<file path="config.mk">
export PLATFORM = sky130hd
export DESIGN_NAME = mpt_response_stage_flat
export DESIGN_NICKNAME = d
export VERILOG_FILES = /design/src/rtl/mpt_response_stage_if.sv /design/src/rtl/mpt_response_stage.sv /design/src/flat_wrapper.sv
export SDC_FILE = /design/constraint.sdc
export NUM_CORES = 1
export LEC_CHECK = 0
export CAP_MARGIN = 30
export CORE_MARGIN = 4
export CORE_UTILIZATION = 51
export CTS_CLUSTER_SIZE = 10
export DETAILED_ROUTE_END_ITERATION = 8
export PLACE_DENSITY = 0.95
export SYNTH_ARGS = -nofsm -noshare
export SYNTH_HDL_FRONTEND = slang
export SYNTH_SLANG_ARGS = --single-unit
</file>
<file path="constraint.sdc">
create_clock -name clk_i -period 4.3 [get_ports clk_i]
set_input_delay 1.075 -clock clk_i [delete_from_list [all_inputs] [get_ports clk_i]]
set_output_delay 1.075 -clock clk_i [all_outputs]
set_load 0.05 [all_outputs]
</file>
<file path="src/rtl/mpt_response_stage_if.sv">
// Shared MPT fault types plus the request/response channel bundle of the response stage.
// The slave modport is the stage; the master modport is the upstream register plus the requester.
package mpt_response_stage_pkg;
  typedef enum logic [2:0] {
    NO_ERROR        = 3'd0,
    NOT_VALID_ADDR  = 3'd1,
    RESERVED_MPTE   = 3'd2,
    INVALID_BIT_SET = 3'd3,
    MPTE_ACCESS_ERR = 3'd4
  } page_format_fault_e;

  localparam int ACCESS_ERR_W = 2;
endpackage

interface mpt_response_stage_if
  import mpt_response_stage_pkg::*;
#(
  parameter int DATA_WIDTH = 32,
  parameter int SPA_WIDTH  = 64
);
  logic                    stage_slave_valid;
  logic                    stage_slave_ready;
  logic [DATA_WIDTH-1:0]   stage_slave_data;
  logic                    resp_valid_o;
  logic                    resp_ready_i;
  logic                    resp_allow_o;
  page_format_fault_e      resp_format_error_o;
  logic [ACCESS_ERR_W-1:0] resp_access_error_o;
  logic [SPA_WIDTH-1:0]    resp_spa_o;
  logic                    resp_plb_hit_o;

  modport slave (
    input  stage_slave_valid, stage_slave_data, resp_ready_i,
    output stage_slave_ready, resp_valid_o, resp_allow_o, resp_format_error_o,
           resp_access_error_o, resp_spa_o, resp_plb_hit_o
  );

  modport master (
    output stage_slave_valid, stage_slave_data, resp_ready_i,
    input  stage_slave_ready, resp_valid_o, resp_allow_o, resp_format_error_o,
           resp_access_error_o, resp_spa_o, resp_plb_hit_o
  );
endinterface

</file>
<file path="src/rtl/mpt_response_stage.sv">
// MPT pipeline tail: drops bubbles, buffers allow/deny responses in a FIFO, keeps saturating stats.
// Latency 1 cycle (no bypass); input ready falls when full unless the requester pops or a flush is in progress.
module mpt_response_stage
  import mpt_response_stage_pkg::*;
#(
  parameter int PIPELINE_SLAVE_DATA_WIDTH = 32,
  parameter int RESP_FIFO_DEPTH           = 2,
  parameter int SPA_WIDTH                 = 64,
  parameter int CNT_WIDTH                 = 32
) (
  input  logic                 clk_i,
  input  logic                 rst_i,
  input  logic                 flush_i,
  mpt_response_stage_if.slave  bus,
  output logic [CNT_WIDTH-1:0] resp_count_o,
  output logic [CNT_WIDTH-1:0] deny_count_o
);
  localparam int AW = $clog2(RESP_FIFO_DEPTH);

  typedef struct packed {
    logic                                  valid;
    logic                                  walking;
    logic                                  plb_hit;
    page_format_fault_e                    format_error;
    logic [ACCESS_ERR_W-1:0]               access_error;
    logic [7:0]                            mpte;
    logic [PIPELINE_SLAVE_DATA_WIDTH-17:0] spa;
  } mptw_transaction_t;

  typedef struct packed {
    logic                    allow;
    page_format_fault_e      format_error;
    logic [ACCESS_ERR_W-1:0] access_error;
    logic [SPA_WIDTH-1:0]    spa;
    logic                    plb_hit;
  } entry_t;

  mptw_transaction_t txn;
  entry_t            wr_entry;
  entry_t            head;
  entry_t            mem [RESP_FIFO_DEPTH];
  logic [AW-1:0]     wr_ptr;
  logic [AW-1:0]     rd_ptr;
  logic [AW:0]       occ;
  logic              full;
  logic              empty;
  logic              push_hs;
  logic              push;
  logic              pop;
  logic              txn_unused;

  assign txn        = mptw_transaction_t'(bus.stage_slave_data);
  assign txn_unused = ^{txn.walking, txn.mpte};

  always_comb begin
    wr_entry.allow        = (txn.format_error == NO_ERROR) && (txn.access_error == '0);
    wr_entry.format_error = txn.format_error;
    wr_entry.access_error = txn.access_error;
    wr_entry.spa          = SPA_WIDTH'(txn.spa);
    wr_entry.plb_hit      = txn.plb_hit;
  end

  assign full                  = (occ == (AW+1)'(RESP_FIFO_DEPTH));
  assign empty                 = (occ == '0);
  assign bus.stage_slave_ready = ~rst_i & (~full | bus.resp_ready_i | flush_i);
  assign push_hs               = bus.stage_slave_valid & bus.stage_slave_ready;
  // Bubbles complete the handshake but never reach the buffer.
  assign push                  = push_hs & txn.valid & ~flush_i;
  assign pop                   = bus.resp_valid_o & bus.resp_ready_i;

  always_ff @(posedge clk_i) begin
    if (push) begin
      mem[wr_ptr] <= wr_entry;
    end
  end

  always_ff @(posedge clk_i) begin
    if (rst_i) begin
      wr_ptr <= '0;
      rd_ptr <= '0;
      occ    <= '0;
    end else if (flush_i) begin
      wr_ptr <= '0;
      rd_ptr <= '0;
      occ    <= '0;
    end else begin
      if (push) wr_ptr <= wr_ptr + AW'(1);
      if (pop)  rd_ptr <= rd_ptr + AW'(1);
      case ({push, pop})
        2'b10:   occ <= occ + (AW+1)'(1);
        2'b01:   occ <= occ - (AW+1)'(1);
        default: occ <= occ;
      endcase
    end
  end

  // A pop completing in a flush cycle still counts; flush never clears stats.
  always_ff @(posedge clk_i) begin
    if (rst_i) begin
      resp_count_o <= '0;
      deny_count_o <= '0;
    end else if (pop) begin
      if (resp_count_o != '1) resp_count_o <= resp_count_o + CNT_WIDTH'(1);
      if (!head.allow && deny_count_o != '1) deny_count_o <= deny_count_o + CNT_WIDTH'(1);
    end
  end

  always_comb begin
    head                    = mem[rd_ptr];
    bus.resp_valid_o        = ~empty;
    bus.resp_allow_o        = 1'b0;
    bus.resp_format_error_o = NO_ERROR;
    bus.resp_access_error_o = '0;
    bus.resp_spa_o          = '0;
    bus.resp_plb_hit_o      = 1'b0;
    if (!empty) begin
      bus.resp_allow_o        = head.allow;
      bus.resp_format_error_o = head.format_error;
      bus.resp_access_error_o = head.access_error;
      bus.resp_spa_o          = head.spa;
      bus.resp_plb_hit_o      = head.plb_hit;
    end
  end
endmodule

</file>
<file path="src/flat_wrapper.sv">
// flat-port wrapper written by rule: the top's interface ports become plain ports
module mpt_response_stage_flat import mpt_response_stage_pkg::*;
#(
  parameter int PIPELINE_SLAVE_DATA_WIDTH = 32,
  parameter int RESP_FIFO_DEPTH           = 2,
  parameter int SPA_WIDTH                 = 64,
  parameter int CNT_WIDTH                 = 32
)
  (clk_i, rst_i, flush_i, resp_count_o, deny_count_o, bus_stage_slave_valid, bus_stage_slave_data, bus_resp_ready_i, bus_stage_slave_ready, bus_resp_valid_o, bus_resp_allow_o, bus_resp_format_error_o, bus_resp_access_error_o, bus_resp_spa_o, bus_resp_plb_hit_o);
  mpt_response_stage_if #(.DATA_WIDTH(32), .SPA_WIDTH(SPA_WIDTH)) bus_i ();
  input  logic clk_i;
  input  logic rst_i;
  input  logic flush_i;
  output logic [CNT_WIDTH-1:0] resp_count_o;
  output logic [CNT_WIDTH-1:0] deny_count_o;
  input wire logic [$bits(bus_i.stage_slave_valid)-1:0] bus_stage_slave_valid;
  input wire logic [$bits(bus_i.stage_slave_data)-1:0] bus_stage_slave_data;
  input wire logic [$bits(bus_i.resp_ready_i)-1:0] bus_resp_ready_i;
  output wire logic [$bits(bus_i.stage_slave_ready)-1:0] bus_stage_slave_ready;
  output wire logic [$bits(bus_i.resp_valid_o)-1:0] bus_resp_valid_o;
  output wire logic [$bits(bus_i.resp_allow_o)-1:0] bus_resp_allow_o;
  output wire logic [$bits(bus_i.resp_format_error_o)-1:0] bus_resp_format_error_o;
  output wire logic [$bits(bus_i.resp_access_error_o)-1:0] bus_resp_access_error_o;
  output wire logic [$bits(bus_i.resp_spa_o)-1:0] bus_resp_spa_o;
  output wire logic [$bits(bus_i.resp_plb_hit_o)-1:0] bus_resp_plb_hit_o;
  assign bus_i.stage_slave_valid = bus_stage_slave_valid;
  assign bus_i.stage_slave_data = bus_stage_slave_data;
  assign bus_i.resp_ready_i = bus_resp_ready_i;
  assign bus_stage_slave_ready = bus_i.stage_slave_ready;
  assign bus_resp_valid_o = bus_i.resp_valid_o;
  assign bus_resp_allow_o = bus_i.resp_allow_o;
  assign bus_resp_format_error_o = bus_i.resp_format_error_o;
  assign bus_resp_access_error_o = bus_i.resp_access_error_o;
  assign bus_resp_spa_o = bus_i.resp_spa_o;
  assign bus_resp_plb_hit_o = bus_i.resp_plb_hit_o;
  mpt_response_stage #(.PIPELINE_SLAVE_DATA_WIDTH(PIPELINE_SLAVE_DATA_WIDTH), .RESP_FIFO_DEPTH(RESP_FIFO_DEPTH), .SPA_WIDTH(SPA_WIDTH), .CNT_WIDTH(CNT_WIDTH)) u_core (.clk_i(clk_i), .rst_i(rst_i), .flush_i(flush_i), .bus(bus_i), .resp_count_o(resp_count_o), .deny_count_o(deny_count_o));
endmodule
</file>
==> results of run 1 <==
[kinds of logic (layout without fill, tap and decap cells)]
family	after synthesis	after routing	share of synthesized area
flops	115	115	0.475
other cells	1	48	0.000644
fa+ha+maj	3	3	0.00645
buf+inv	84	161	0.0885
mux	26	26	0.0475
xor+xnor	15	15	0.0226
compound gates	118	118	0.125
simple gates	235	235	0.235
[stage by stage]
step | utilization | hold slack (ns)
CTS | 0.685 | 0.509
global route | 0.685 | 0.535
finish | 0.685 | 0.512
floorplan | - | 0.520
global placement | 0.626 | 0.481
detailed placement | 0.629 | 0.503
[synthesized netlist by cell type, types with 2 or more instances]
cell / n
xor2_1: 4
nand3_2: 2
nor4_1: 5
inv_1: 6
nor2_1: 48
nor3_1: 11
a211oi_1: 4
and2_1: 3
nand4_1: 25
a21oi_1: 49
xnor2_1: 11
nand3_1: 20
clkbuf_1: 17
and3_1: 12
mux2_2: 3
nor4_2: 3
o21ai_0: 22
nor2b_1: 3
edfxtp_1: 46
a31oi_1: 4
o21a_1: 2
o41ai_1: 4
buf_2: 5
ha_1: 3
or3_1: 22
buf_1: 3
buf_4: 51
nand2_1: 33
and4_1: 6
nand4b_1: 2
o31ai_1: 24
or4_1: 29
mux2i_1: 22
dfxtp_1: 69
[state kept, by name, summed over array words and instances, names as in the netlist, named ones only]
signal,flops
u_core.occ,2
u_core.resp_count_o,32
u_core.deny_count_o,32
u_core.rd_ptr,1
u_core.wr_ptr,1
u_core.mem,46
[worst paths after layout]
path,endpoint,cells past startpoint,slack [ns]
worst max-delay path,bus_stage_slave_ready,4,0.31
worst min-delay path,u_core.resp_count_o[19]$_SDFFE_PP0P_,2,0.51
worst min register to register,u_core.resp_count_o[19]$_SDFFE_PP0P_,2,0.51
worst max register to register,u_core.deny_count_o[8]$_SDFFE_PP0P_,5,1.68
[metal layers]
metal | part of all wire | wire, um | track usage | vias up
met4 | 0.017 | 249 | 0.0892 | 0
met3 | 0.083 | 1220 | 0.0579 | 27
met5 | 0 | 0 | 0 | -
li1 | - | - | - | 2388
met2 | 0.50 | 7330 | 0.362 | 251
met1 | 0.40 | 5900 | 0.275 | 2455
[power breakdown]
part / total, uW / switching (uW) / internal [uW]
Sequential: 1140 / 1.97 / 1140
Clock: 1490 / 472 / 1020
Combinational: 168 / 134 / 33.7
Total: 2800 / 608 / 2190
[placed cells by master (no fill, tap or decap), types with 5 or more instances in the layout]
cell type,synthesis,final
a21oi_1,49,49
and3_1,12,12
and4_1,6,6
bufinv_16,0,5
clkbuf_16,0,17
clkdlybuf4s50_1,0,115
conb_1,1,48
dfxtp_1,69,69
edfxtp_1,46,46
inv_1,6,6
mux2i_1,22,22
nand2_1,33,33
nand3_1,20,20
nand4_1,25,25
nor2_1,48,46
nor3_1,11,11
nor4_1,5,5
o21ai_0,22,22
o31ai_1,24,24
or3_1,22,22
or4_1,29,29
xnor2_1,11,11
[tightest hold or removal path, stage by stage, from the launching register on]
cell	delay (ns)
dfxtp_1	0.33
o31ai_1	0.07
a21oi_1	0.06
[area by class of cell]
cell class	instances	area [um^2]	area share
clock inverters	13	189	0.0251
well taps	140	175	0.0233
multi-input cells	445	2730	0.362
clock buffers	19	433	0.0575
flip-flops and latches	115	2760	0.367
inverters	7	27.5	0.00366
repair buffers	122	1220	0.162
==> summary.txt, run 1 <==
Detailed routing
  • First-pass iteration count of the detailed router: 5
  • Drt initial violations: 327
  • Antenna viol nets, final: 0
  • Drt total wl: 14,700 um
  • DRC viols: 0
  • Via Count: 5,121
  • Wirelength per Cell: 17.1 um
  • Drt via density: 5.95

Worst setup path
  • CP Data Arrival Time: 2.92 ns
  • CP cell instances: clkdlybuf4s50_1 > or3b_2 > o21a_1 > clkdlybuf4s50_1
  • Nature of the critical path endpoint: output pin
  • Critical Path Source: bus_resp_ready_i
  • Crit path max-delay family: buffers and inverters
  • CP max FO: 3
  • Reg-to-reg critical path startpoint: u_core.deny_count_o[22]$_SDFFE_PP0P_
  • Worst path max stage delay: 0.69 ns
  • Crit path buf inv count: 2
  • Crit-path slowest cell: clkdlybuf4s50_1
  • CP most frequent cell: clkdlybuf4s50_1
  • Critical Path Start Type: primary input
  • CP required: 3.22 ns
  • Crit path kind: in -> out

Min path
  • Class of the worst hold path: reg -> reg
  • Hold Crit Start: u_core.resp_count_o[19]$_SDFFE_PP0P_

Timing
  • Worst-Margin Slew: 0.858 ns
  • FMAX: 0.250 GHz
  • Final setup viols: 0
  • Tmin final: 3.99 ns
  • RSZ-0062 raised after global routing: false
  • Setup ws final: 0.306 ns
  • Setup TNS: 0 ns
  • Clock skew: 0.0105 ns
  • Normalized max-slew margin: 0.428
  • Final Hold Violating Endpoints: 0
  • Max Slew Vio Count: 0
  • Period utilization: 0.929

Global route
  • Largest net degree at the start of global routing: 73
  • Initial antenna violation count: 0
  • Number of global-route vias before repair: 4,879
  • Total track usage: 0.220
  • Grt ovf: 0
  • Global-route wire length before repair: 23,300 um

Clocking
  • Num CTS Buffers: 17
  • Clock Root Buffer: clkbuf_16
  • H-tree level count: 4
  • Post_cts resized: 0
  • CTS tree: done
  • CTS Sinks: 115
  • Post-CTS Hold Fix Bufs: 0
  • Postcts setup bufs: 0
  • Clock transition at the registers of the reported paths: 0.05 ns
  • Clk buf depth: 2
  • Worst-Skew Late Latency: 0.40 ns

Floorplanning
  • Die Area: 13,200 um^2
  • Die span in y: 115 um
  • Starting Density: 0.530
  • IO Pins: 174
  • Core area: 11,000 um^2
  • FP Rows: 38
  • Chip width: 115 um

Power
  • P_leak: 0.00244 uW
  • Worst vdd ir: 230 uV
  • Total Power: 2800 uW
  • Pwr Density: 372 nW/um^2

Synth
  • Cell taking the most area after synthesis: dfxtp_1
  • Post-synth top area share: 0.237
  • Async SR Flop Fraction: 0
  • Syn avg cell area: 9.75 um^2
  • Seq cells post-synth: 115
  • Post-Synthesis Cells: 597
  • Register area share after synthesis: 0.475
  • Leading post-synthesis cells by cell area: dfxtp_1 (24%), edfxtp_1 (24%), buf_4 (6.6%), a21oi_1 (4.2%), mux2i_1 (3.8%)
  • Mapped cell area: 5820 um^2
  • Library cells used by synthesis: 58
  • Main flop type after synthesis: dfxtp_1
  • Ys Warns: 0
  • Post-synth EDFFs: 46

Placement
  • Pre-CTS setup slack: 0.303 ns
  • Post-place instance area: 6910 um^2
  • Port buffer count: 116
  • Hpwl dp: 10,100 um
  • Routability congestion estimate: 0.919
  • Placed cell count: 829

Job
  • Maximum Capacitance Violations: 0

Cells and area
  • Final instance area: 7530 um^2
  • Layout cell share with drive strength beyond 1: 0.0749
  • Fin cells: 861
  • Area grow syn2layout: 29.3%
  • Post-layout nets: 748
  • Ant. Diodes: 0
  • Fillers: 802

Run status
  • Outcome: finished, final reports clean
(Power assumes the default switching activity.)
==> inputs of run 2 (changes only) <==
--- a/config.mk
+++ b/config.mk
@@ -6,6 +6,7 @@
 export NUM_CORES = 1
 export LEC_CHECK = 0
 export CAP_MARGIN = 30
+export CORE_ASPECT_RATIO = 1.4
 export CORE_MARGIN = 4
 export CORE_UTILIZATION = 51
 export CTS_CLUSTER_SIZE = 10
==> run 2 against run 1 <==
Net effect: critical path depth unchanged; count of clock-buffer cells in the layout down 2; sequential share of layout area up 0.20 points; combinational power about the same; sequential cell count unchanged; die area up 0.19%; global-route usage down 0.36 points; first-iteration DRC count down 9.2%; non-clock buffer count down 2; highest routed layer unchanged.
==> summary.txt, run 2 (synthesized netlist as in run 1, its figures left out) <==
Run status
  • Outcome: finished, final reports clean (unchanged)

Timing
  • Final setup viols: 0 (unchanged)
  • Setup TNS: 0 ns (unchanged)
  • Tmin final: 4.02 ns (was 3.99 ns)
  • Max Slew Vio Count: 0 (unchanged)
  • Setup ws final: 0.282 ns (was 0.306 ns)
  • Final Hold Violating Endpoints: 0 (unchanged)
  • Worst hold margin: 0.503 ns (was 0.512 ns)
  • Clock skew: 0.00914 ns (was 0.0105 ns)
  • RSZ-0062 raised after global routing: false (unchanged)
  • Period utilization: 0.934 (was 0.929)
  • Normalized max-slew margin: 0.317 (was 0.428)
  • Worst-Margin Slew: 1.02 ns (was 0.858 ns)
  • FMAX: 0.249 GHz (was 0.250 GHz)

Placement
  • Pre-CTS setup slack: 0.295 ns (was 0.303 ns)
  • Routability congestion estimate: 0.882 (was 0.919)
  • Port buffer count: 116 (unchanged)
  • Post-place instance area: 6880 um^2 (was 6910 um^2)
  • Hpwl dp: 10,300 um (was 10,100 um)

Power
  • Worst vdd ir: 246 uV (was 230 uV)
  • Pwr Density: 365 nW/um^2 (was 372 nW/um^2)
  • P_leak: 0.00240 uW (was 0.00244 uW)

Detailed routing
  • Drt total wl: 14,700 um (about the same)
  • DRC viols: 0 (unchanged)
  • First-pass iteration count of the detailed router: 7 (was 5)
  • Via Count: 5,141 (was 5,121)
  • Drt via density: 5.98 (was 5.95)
  • Antenna viol nets, final: 0 (unchanged)
  • Wirelength per Cell: 17.0 um (was 17.1 um)
  • Drt initial violations: 297 (was 327)

Floorplanning
  • Chip width: 98.3 um (was 115 um)
  • Starting Density: 0.528 (was 0.530)
  • IO Pins: 174 (unchanged)
  • Die Area: 13,200 um^2 (about the same)
  • Core area: 11,000 um^2 (about the same)
  • Die span in y: 134 um (was 115 um)
  • FP Rows: 45 (was 38)

Clocking
  • Clock Root Buffer: clkbuf_16 (unchanged)
  • CTS tree: done (unchanged)
  • CTS Sinks: 115 (unchanged)
  • Post_cts resized: 0 (unchanged)
  • Clk buf depth: 2 (unchanged)
  • Worst-Skew Late Latency: 0.40 ns (about the same)
  • Clock transition at the registers of the reported paths: 0.05 ns (about the same)
  • Num CTS Buffers: 17 (unchanged)
  • H-tree level count: 4 (unchanged)
  • Postcts setup bufs: 0 (unchanged)
  • Post-CTS Hold Fix Bufs: 0 (unchanged)

Worst setup path
  • CP max FO: 3 (unchanged)
  • Critical Path Stages: 4 (unchanged)
  • Crit path kind: in -> out (unchanged)
  • CP Data Arrival Time: 2.94 ns (was 2.92 ns)
  • Crit-path slowest cell: clkdlybuf4s50_1 (unchanged)
  • Critical Path Start Type: primary input (unchanged)
  • Nature of the critical path endpoint: output pin (unchanged)
  • CP cell instances: clkdlybuf4s50_1 > or3b_2 > o21a_1 > clkdlybuf4s50_1 (unchanged)
  • Setup slack, reg-to-reg: 1.72 ns (was 1.68 ns)
  • Worst Reg-to-Reg Cells: 5 (unchanged)
  • Crit path buf inv count: 2 (unchanged)
  • CP required: 3.22 ns (about the same)
  • Worst path max stage delay: 0.70 ns (was 0.69 ns)
  • Reg-to-reg critical path startpoint: u_core.deny_count_o[22]$_SDFFE_PP0P_ (unchanged)
  • Critical Path Source: bus_resp_ready_i (unchanged)
  • CP endpoint: bus_stage_slave_ready (unchanged)
  • CP most frequent cell: clkdlybuf4s50_1 (unchanged)
  • Crit path max-delay family: buffers and inverters (unchanged)
  • Reg2reg end: u_core.deny_count_o[23]$_SDFFE_PP0P_ (was u_core.deny_count_o[8]$_SDFFE_PP0P_)

Global route
  • Grt ovf: 0 (unchanged)
  • Largest net degree at the start of global routing: 73 (unchanged)
  • Initial antenna violation count: 0 (unchanged)
  • Number of global-route vias before repair: 4,780 (was 4,879)
  • Global-route wire length before repair: 23,400 um (was 23,300 um)
  • Total track usage: 0.216 (was 0.220)

Cells and area
  • Area grow syn2layout: 28.6% (was 29.3%)
  • Most frequent cells in the layout: clkdlybuf4s50_1 (115), dfxtp_1 (69), a21oi_1 (49) (unchanged)
  • Post-layout nets: 746 (was 748)
  • Largest register FFs: 46 (unchanged)
  • Commonest non-fill, non-tap cell in the layout: clkdlybuf4s50_1 (unchanged)
  • Ant. Diodes: 0 (unchanged)
  • Layout Utilization: 0.678 (was 0.685)
  • Layout cell share with drive strength beyond 1: 0.0807 (was 0.0749)
  • Final instance area: 7490 um^2 (was 7530 um^2)
  • Largest regs: u_core.mem: 46 flops, u_core.deny_count_o: 32 flops, u_core.resp_count_o: 32 flops (unchanged)
  • Biggest register: u_core.mem (unchanged)
  • Fillers: 814 (was 802)

Job
  • Maximum Capacitance Violations: 0 (unchanged)

Min path
  • Class of the worst hold path: reg -> reg (unchanged)
[run 2: report_power, final]
| part | switching [uW] | leakage, uW | internal [uW] |
|---|---|---|---|
| clock | 511 | 0.000284 | 915 |
| sequential | 2.06 | 0.000972 | 1140 |
| combinational | 134 | 0.00115 | 32.6 |
| total | 647 | 0.00240 | 2090 |
[run 2: layout make-up]
type / count / area (um^2) / area share
sequential: 115 / 2760 / 0.369
multi-input combinational: 445 / 2730 / 0.364
timing repair buffer: 120 / 1190 / 0.158
clock buffer: 17 / 425 / 0.0568
clock inverter: 15 / 181 / 0.0242
tap: 141 / 176 / 0.0236
inverter: 7 / 27.5 / 0.00368
[run 2: worst register-to-register path: cells and delay by family (launching register included)]
| family | cells | cell delay (ns) |
|---|---|---|
| AO/OA/AOI/OAI | 1 | 0.07 |
| AND/OR/NAND/NOR | 4 | 1.92 |
| flip-flops | 1 | 0.42 |
[run 2: how the worst min path moves through the flow]
stage,from,to,slack (ns),cells after the start
finish,u_core.deny_count_o[28]$_SDFFE_PP0P_,u_core.deny_count_o[28]$_SDFFE_PP0P_,0.50,2
global route,u_core.deny_count_o[9]$_SDFFE_PP0P_,u_core.deny_count_o[9]$_SDFFE_PP0P_,0.53,2
CTS,u_core.deny_count_o[28]$_SDFFE_PP0P_,u_core.deny_count_o[28]$_SDFFE_PP0P_,0.51,2
detailed placement,u_core.deny_count_o[28]$_SDFFE_PP0P_,u_core.deny_count_o[28]$_SDFFE_PP0P_,0.50,2
global placement,u_core.deny_count_o[25]$_SDFFE_PP0P_,u_core.deny_count_o[25]$_SDFFE_PP0P_,0.48,2
floorplan,u_core.rd_ptr$_SDFFE_PP0P_,flop,0.52,2
[run 2: layer usage]
metal,global-route usage,vias to the layer above,wire length [um]
met4,0.112,0,481
met2,0.381,265,7700
met3,0.0489,38,1020
li1,-,2384,-
met1,0.242,2454,5460
met5,0,-,0
[run 2: metrics by stage]
stage          power [uW]  std cells
2_1_floorplan        1320        644
3_3_place_gp         1330        828
3_5_place_dp         1330        828
4_1_cts              2750        860
5_1_grt              2810        860
6_report             2730        860
==> inputs of run 3 (changes only) <==
--- a/config.mk
+++ b/config.mk
@@ -5,10 +5,11 @@
 export SDC_FILE = /design/constraint.sdc
 export NUM_CORES = 1
 export LEC_CHECK = 0
+export ABC_AREA = 1
 export CAP_MARGIN = 30
 export CORE_ASPECT_RATIO = 1.4
 export CORE_MARGIN = 4
-export CORE_UTILIZATION = 51
+export CORE_UTILIZATION = 52
 export CTS_CLUSTER_SIZE = 10
 export DETAILED_ROUTE_END_ITERATION = 8
 export PLACE_DENSITY = 0.95
==> constraint.sdc (replaced) <==
create_clock -name clk_i -period 4.85 [get_ports clk_i]
set_input_delay 1.2125 -clock clk_i [delete_from_list [all_inputs] [get_ports clk_i]]
set_output_delay 1.2125 -clock clk_i [all_outputs]
set_load 0.05 [all_outputs]
==> run 3 against run 2 <==
Net effect: final cell count rose by 31%; global-route usage rose by 1.3 points; synthesized area rose by 6.4%; count of clock-buffer cells in the layout did not move; critical path type is now reg -> out; largest power group unchanged; core utilization rose by 0.51 points; highest routed layer unchanged.
==> summary.txt, run 3 <==
Timing
  • Worst-Margin Slew: 0.982 ns (was 1.02 ns)
  • Setup ws final: 0.934 ns (was 0.282 ns)
  • Normalized max-slew margin: 0.345 (was 0.317)
  • Final Hold Violating Endpoints: 0 (unchanged)
  • Tmin final: 3.92 ns
  • Max Slew Vio Count: 0 (unchanged)
  • Period utilization: 0.807
  • Setup TNS: 0 ns (unchanged)
  • Worst hold margin: 0.472 ns (was 0.503 ns)
  • FMAX: 0.255 GHz
  • Final setup viols: 0 (unchanged)
  • Clock skew: 0.00750 ns (was 0.00914 ns)
  • RSZ-0062 raised after global routing: false (unchanged)

Global route
  • Initial antenna violation count: 0 (unchanged)
  • Total track usage: 0.229 (was 0.216)
  • Grt ovf: 0 (unchanged)
  • Global-route wire length before repair: 25,100 um (was 23,400 um)
  • Number of global-route vias before repair: 5,457 (was 4,780)
  • Largest net degree at the start of global routing: 59 (was 73)
  • GR Util met3: 0.0653 (was 0.0489)
  • GRT met2 Usage: 0.423 (was 0.381)
  • GR Util met1: 0.239 (was 0.242)
  • Top Usage Layer GRT: met2 (unchanged)

Worst setup path
  • CP max FO: 23 (was 3)
  • CP required: 3.64 ns (was 3.22 ns)
  • Reg-to-reg critical path startpoint: u_core.deny_count_o[1]$_SDFFE_PP0P_ (was u_core.deny_count_o[22]$_SDFFE_PP0P_)
  • Crit-path slowest cell: clkdlybuf4s50_1 (unchanged)
  • Crit path buf inv count: 3 (was 2)
  • CP Data Arrival Time: 2.70 ns (was 2.94 ns)
  • Critical Path Start Type: flop (was primary input)
  • Worst Reg-to-Reg Cells: 10 (was 5)
  • Reg2reg end: u_core.deny_count_o[16]$_SDFFE_PP0P_ (was u_core.deny_count_o[23]$_SDFFE_PP0P_)
  • Nature of the critical path endpoint: output pin (unchanged)
  • Worst path max stage delay: 0.82 ns (was 0.70 ns)
  • Crit path max-delay family: buffers and inverters (unchanged)
  • Setup slack, reg-to-reg: 2.19 ns (was 1.72 ns)
  • Crit path kind: reg -> out (was in -> out)
  • CP cell instances: buf_4 > inv_2 > nand2_1 > nand2_1 > nor2_1 > clkdlybuf4s50_1 (was clkdlybuf4s50_1 > or3b_2 > o21a_1 > clkdlybuf4s50_1)
  • CP most frequent cell: nand2_1 (was clkdlybuf4s50_1)

Synth
  • Cell taking the most area after synthesis: dfxtp_1 (unchanged)
  • Post-synth EDFFs: 46 (unchanged)
  • Mapped cell area: 6190 um^2 (was 5820 um^2)
  • Ys Warns: 0 (unchanged)
  • Post-synth top area share: 0.223 (was 0.237)
  • Main flop type after synthesis: dfxtp_1 (unchanged)
  • Async SR Flop Fraction: 0 (unchanged)
  • Leading post-synthesis cells by cell area: dfxtp_1 (22%), edfxtp_1 (22%), nand2_1 (15%), nor2_1 (9.5%), buf_4 (5.8%) (was dfxtp_1 (24%), edfxtp_1 (24%), buf_4 (6.6%), a21oi_1 (4.2%), mux2i_1 (3.8%))
  • Post-Synthesis Cells: 850 (was 597)
  • Library cells used by synthesis: 34 (was 58)
  • Count leader, synth: nand2_1 (was dfxtp_1)
  • Syn avg cell area: 7.28 um^2 (was 9.75 um^2)
  • Synth top cells by count: nand2_1 (246), nor2_1 (157), dfxtp_1 (69) (was dfxtp_1 (69), buf_4 (51), a21oi_1 (49))
  • Seq cells post-synth: 115 (unchanged)
  • Register area share after synthesis: 0.446 (was 0.475)

Clocking
  • Post_cts resized: 0 (unchanged)
  • Clk buf depth: 2 (unchanged)
  • Postcts setup bufs: 0 (unchanged)
  • CTS Sinks: 115 (unchanged)
  • Num CTS Buffers: 17 (unchanged)
  • CTS tree: done (unchanged)
  • Clock Root Buffer: clkbuf_16 (unchanged)
  • Worst-Skew Late Latency: 0.41 ns (was 0.40 ns)
  • Post-CTS Hold Fix Bufs: 0 (unchanged)
  • Clock transition at the registers of the reported paths: 0.06 ns (was 0.05 ns)
  • H-tree level count: 4 (unchanged)

Detailed routing
  • Drt total wl: 15,600 um (was 14,700 um)
  • Drt initial violations: 329 (was 297)
  • First-pass iteration count of the detailed router: 5 (was 7)
  • Wirelength per Cell: 13.9 um (was 17.0 um)
  • Antenna viol nets, final: 0 (unchanged)
  • Via Count: 5,838 (was 5,141)
  • Drt via density: 5.19 (was 5.98)
  • DRC viols: 0 (unchanged)

Min path
  • Hold Path Depth: 1 (was 2)
  • Hold Crit Start: u_core.rd_ptr$_SDFFE_PP0P_ (was u_core.deny_count_o[28]$_SDFFE_PP0P_)
  • Class of the worst hold path: reg -> reg (unchanged)

Floorplanning
  • IO Pins: 174 (unchanged)
  • Die Area: 13,700 um^2 (was 13,200 um^2)
  • FP Rows: 46 (was 45)
  • Starting Density: 0.538 (was 0.528)
  • Core area: 11,500 um^2 (was 11,000 um^2)
  • Chip width: 100 um (was 98.3 um)
  • Die span in y: 137 um (was 134 um)

Cells and area
  • Post-layout nets: 1,007 (was 746)
  • Fin cells: 1,124 (was 860)
  • Commonest non-fill, non-tap cell in the layout: nand2_1 (was clkdlybuf4s50_1)
  • Layout cell share with drive strength beyond 1: 0.0714 (was 0.0807)
  • Biggest register: u_core.mem (unchanged)
  • Largest regs: u_core.mem: 46 flops, u_core.deny_count_o: 32 flops, u_core.resp_count_o: 32 flops (unchanged)
  • Ant. Diodes: 0 (unchanged)
  • Area grow syn2layout: 27.1% (was 28.6%)
  • Most frequent cells in the layout: nand2_1 (246), nor2_1 (155), clkdlybuf4s50_1 (115) (was clkdlybuf4s50_1 (115), dfxtp_1 (69), a21oi_1 (49))
  • Largest register FFs: 46 (unchanged)

Power
  • Pwr Density: 312 nW/um^2 (was 365 nW/um^2)
  • Worst vdd ir: 234 uV (was 246 uV)
  • Total Power: 2450 uW (was 2730 uW)
  • P_leak: 0.00304 uW (was 0.00240 uW)

Placement
  • Placed cell count: 1,092 (was 828)
  • Pre-CTS setup slack: 1.22 ns (was 0.295 ns)
  • Port buffer count: 116 (unchanged)
  • Hpwl dp: 11,400 um (was 10,300 um)
  • Routability congestion estimate: 0.923 (was 0.882)

Job
  • Maximum Capacitance Violations: 0 (unchanged)

Run status
  • Outcome: finished, final reports clean (unchanged)
run 3: cell count changes in the layout (fill, tap and decap cells not counted), sizes merged, moves of 23 or more:
cell | previous run | this run
mux2i | 23 | 0
nand2 | 34 | 253
o31ai | 24 | 0
inv | 10 | 78
or4 | 29 | 0
nor2 | 48 | 172
nand3 | 22 | 47
run 3: worst max-delay path by stage:
stage,end,slack [ns],depth (start not counted)
finish,bus_resp_allow_o,0.93,6
global route,bus_resp_allow_o,0.76,6
CTS,bus_resp_allow_o,0.91,6
detailed placement,u_core.mem[1][4]$_DFFE_PP_,1.22,5
global placement,u_core.mem[0][12]$_DFFE_PP_,1.29,5
floorplan,bus_stage_slave_ready,1.34,6
run 3: metrics by stage:
stage | instance area (um^2) | util
after floorplan | 6370 | -
after global placement | 7260 | 0.631
after detailed placement | 7260 | 0.631
after CTS | 7870 | 0.684
after global routing | 7870 | 0.684
final | 7870 | 0.684
run 3: report_power, final:
group,switching [uW],internal [uW]
sequential,2.62,1010
combinational,126,34.7
clock,497,783
total,626,1830
run 3: logic make-up (layout without fill, tap and decap cells):
group	Yosys count	count (layout)	synth area share
compound gates	85	85	0.0701
xor+xnor	10	10	0.0141
fa+ha+maj	3	3	0.00606
buf+inv	138	221	0.122
flops	115	115	0.446
other cells	1	48	0.000606
simple gates	498	498	0.340
run 3: final cells by class:
type | instances | area, um^2
fill | 916 | 3640
clock buffer | 17 | 425
inverter | 68 | 255
sequential | 115 | 2760
tap | 144 | 180
timing repair buffer | 121 | 1210
clock inverter | 15 | 184
multi-input combinational | 644 | 2850
run 3: routing by layer:
metal,part of all wire,up-vias
li1,-,2866
met1,0.36,2662
met2,0.52,262
met3,0.079,48
met4,0.035,0
met5,0,-
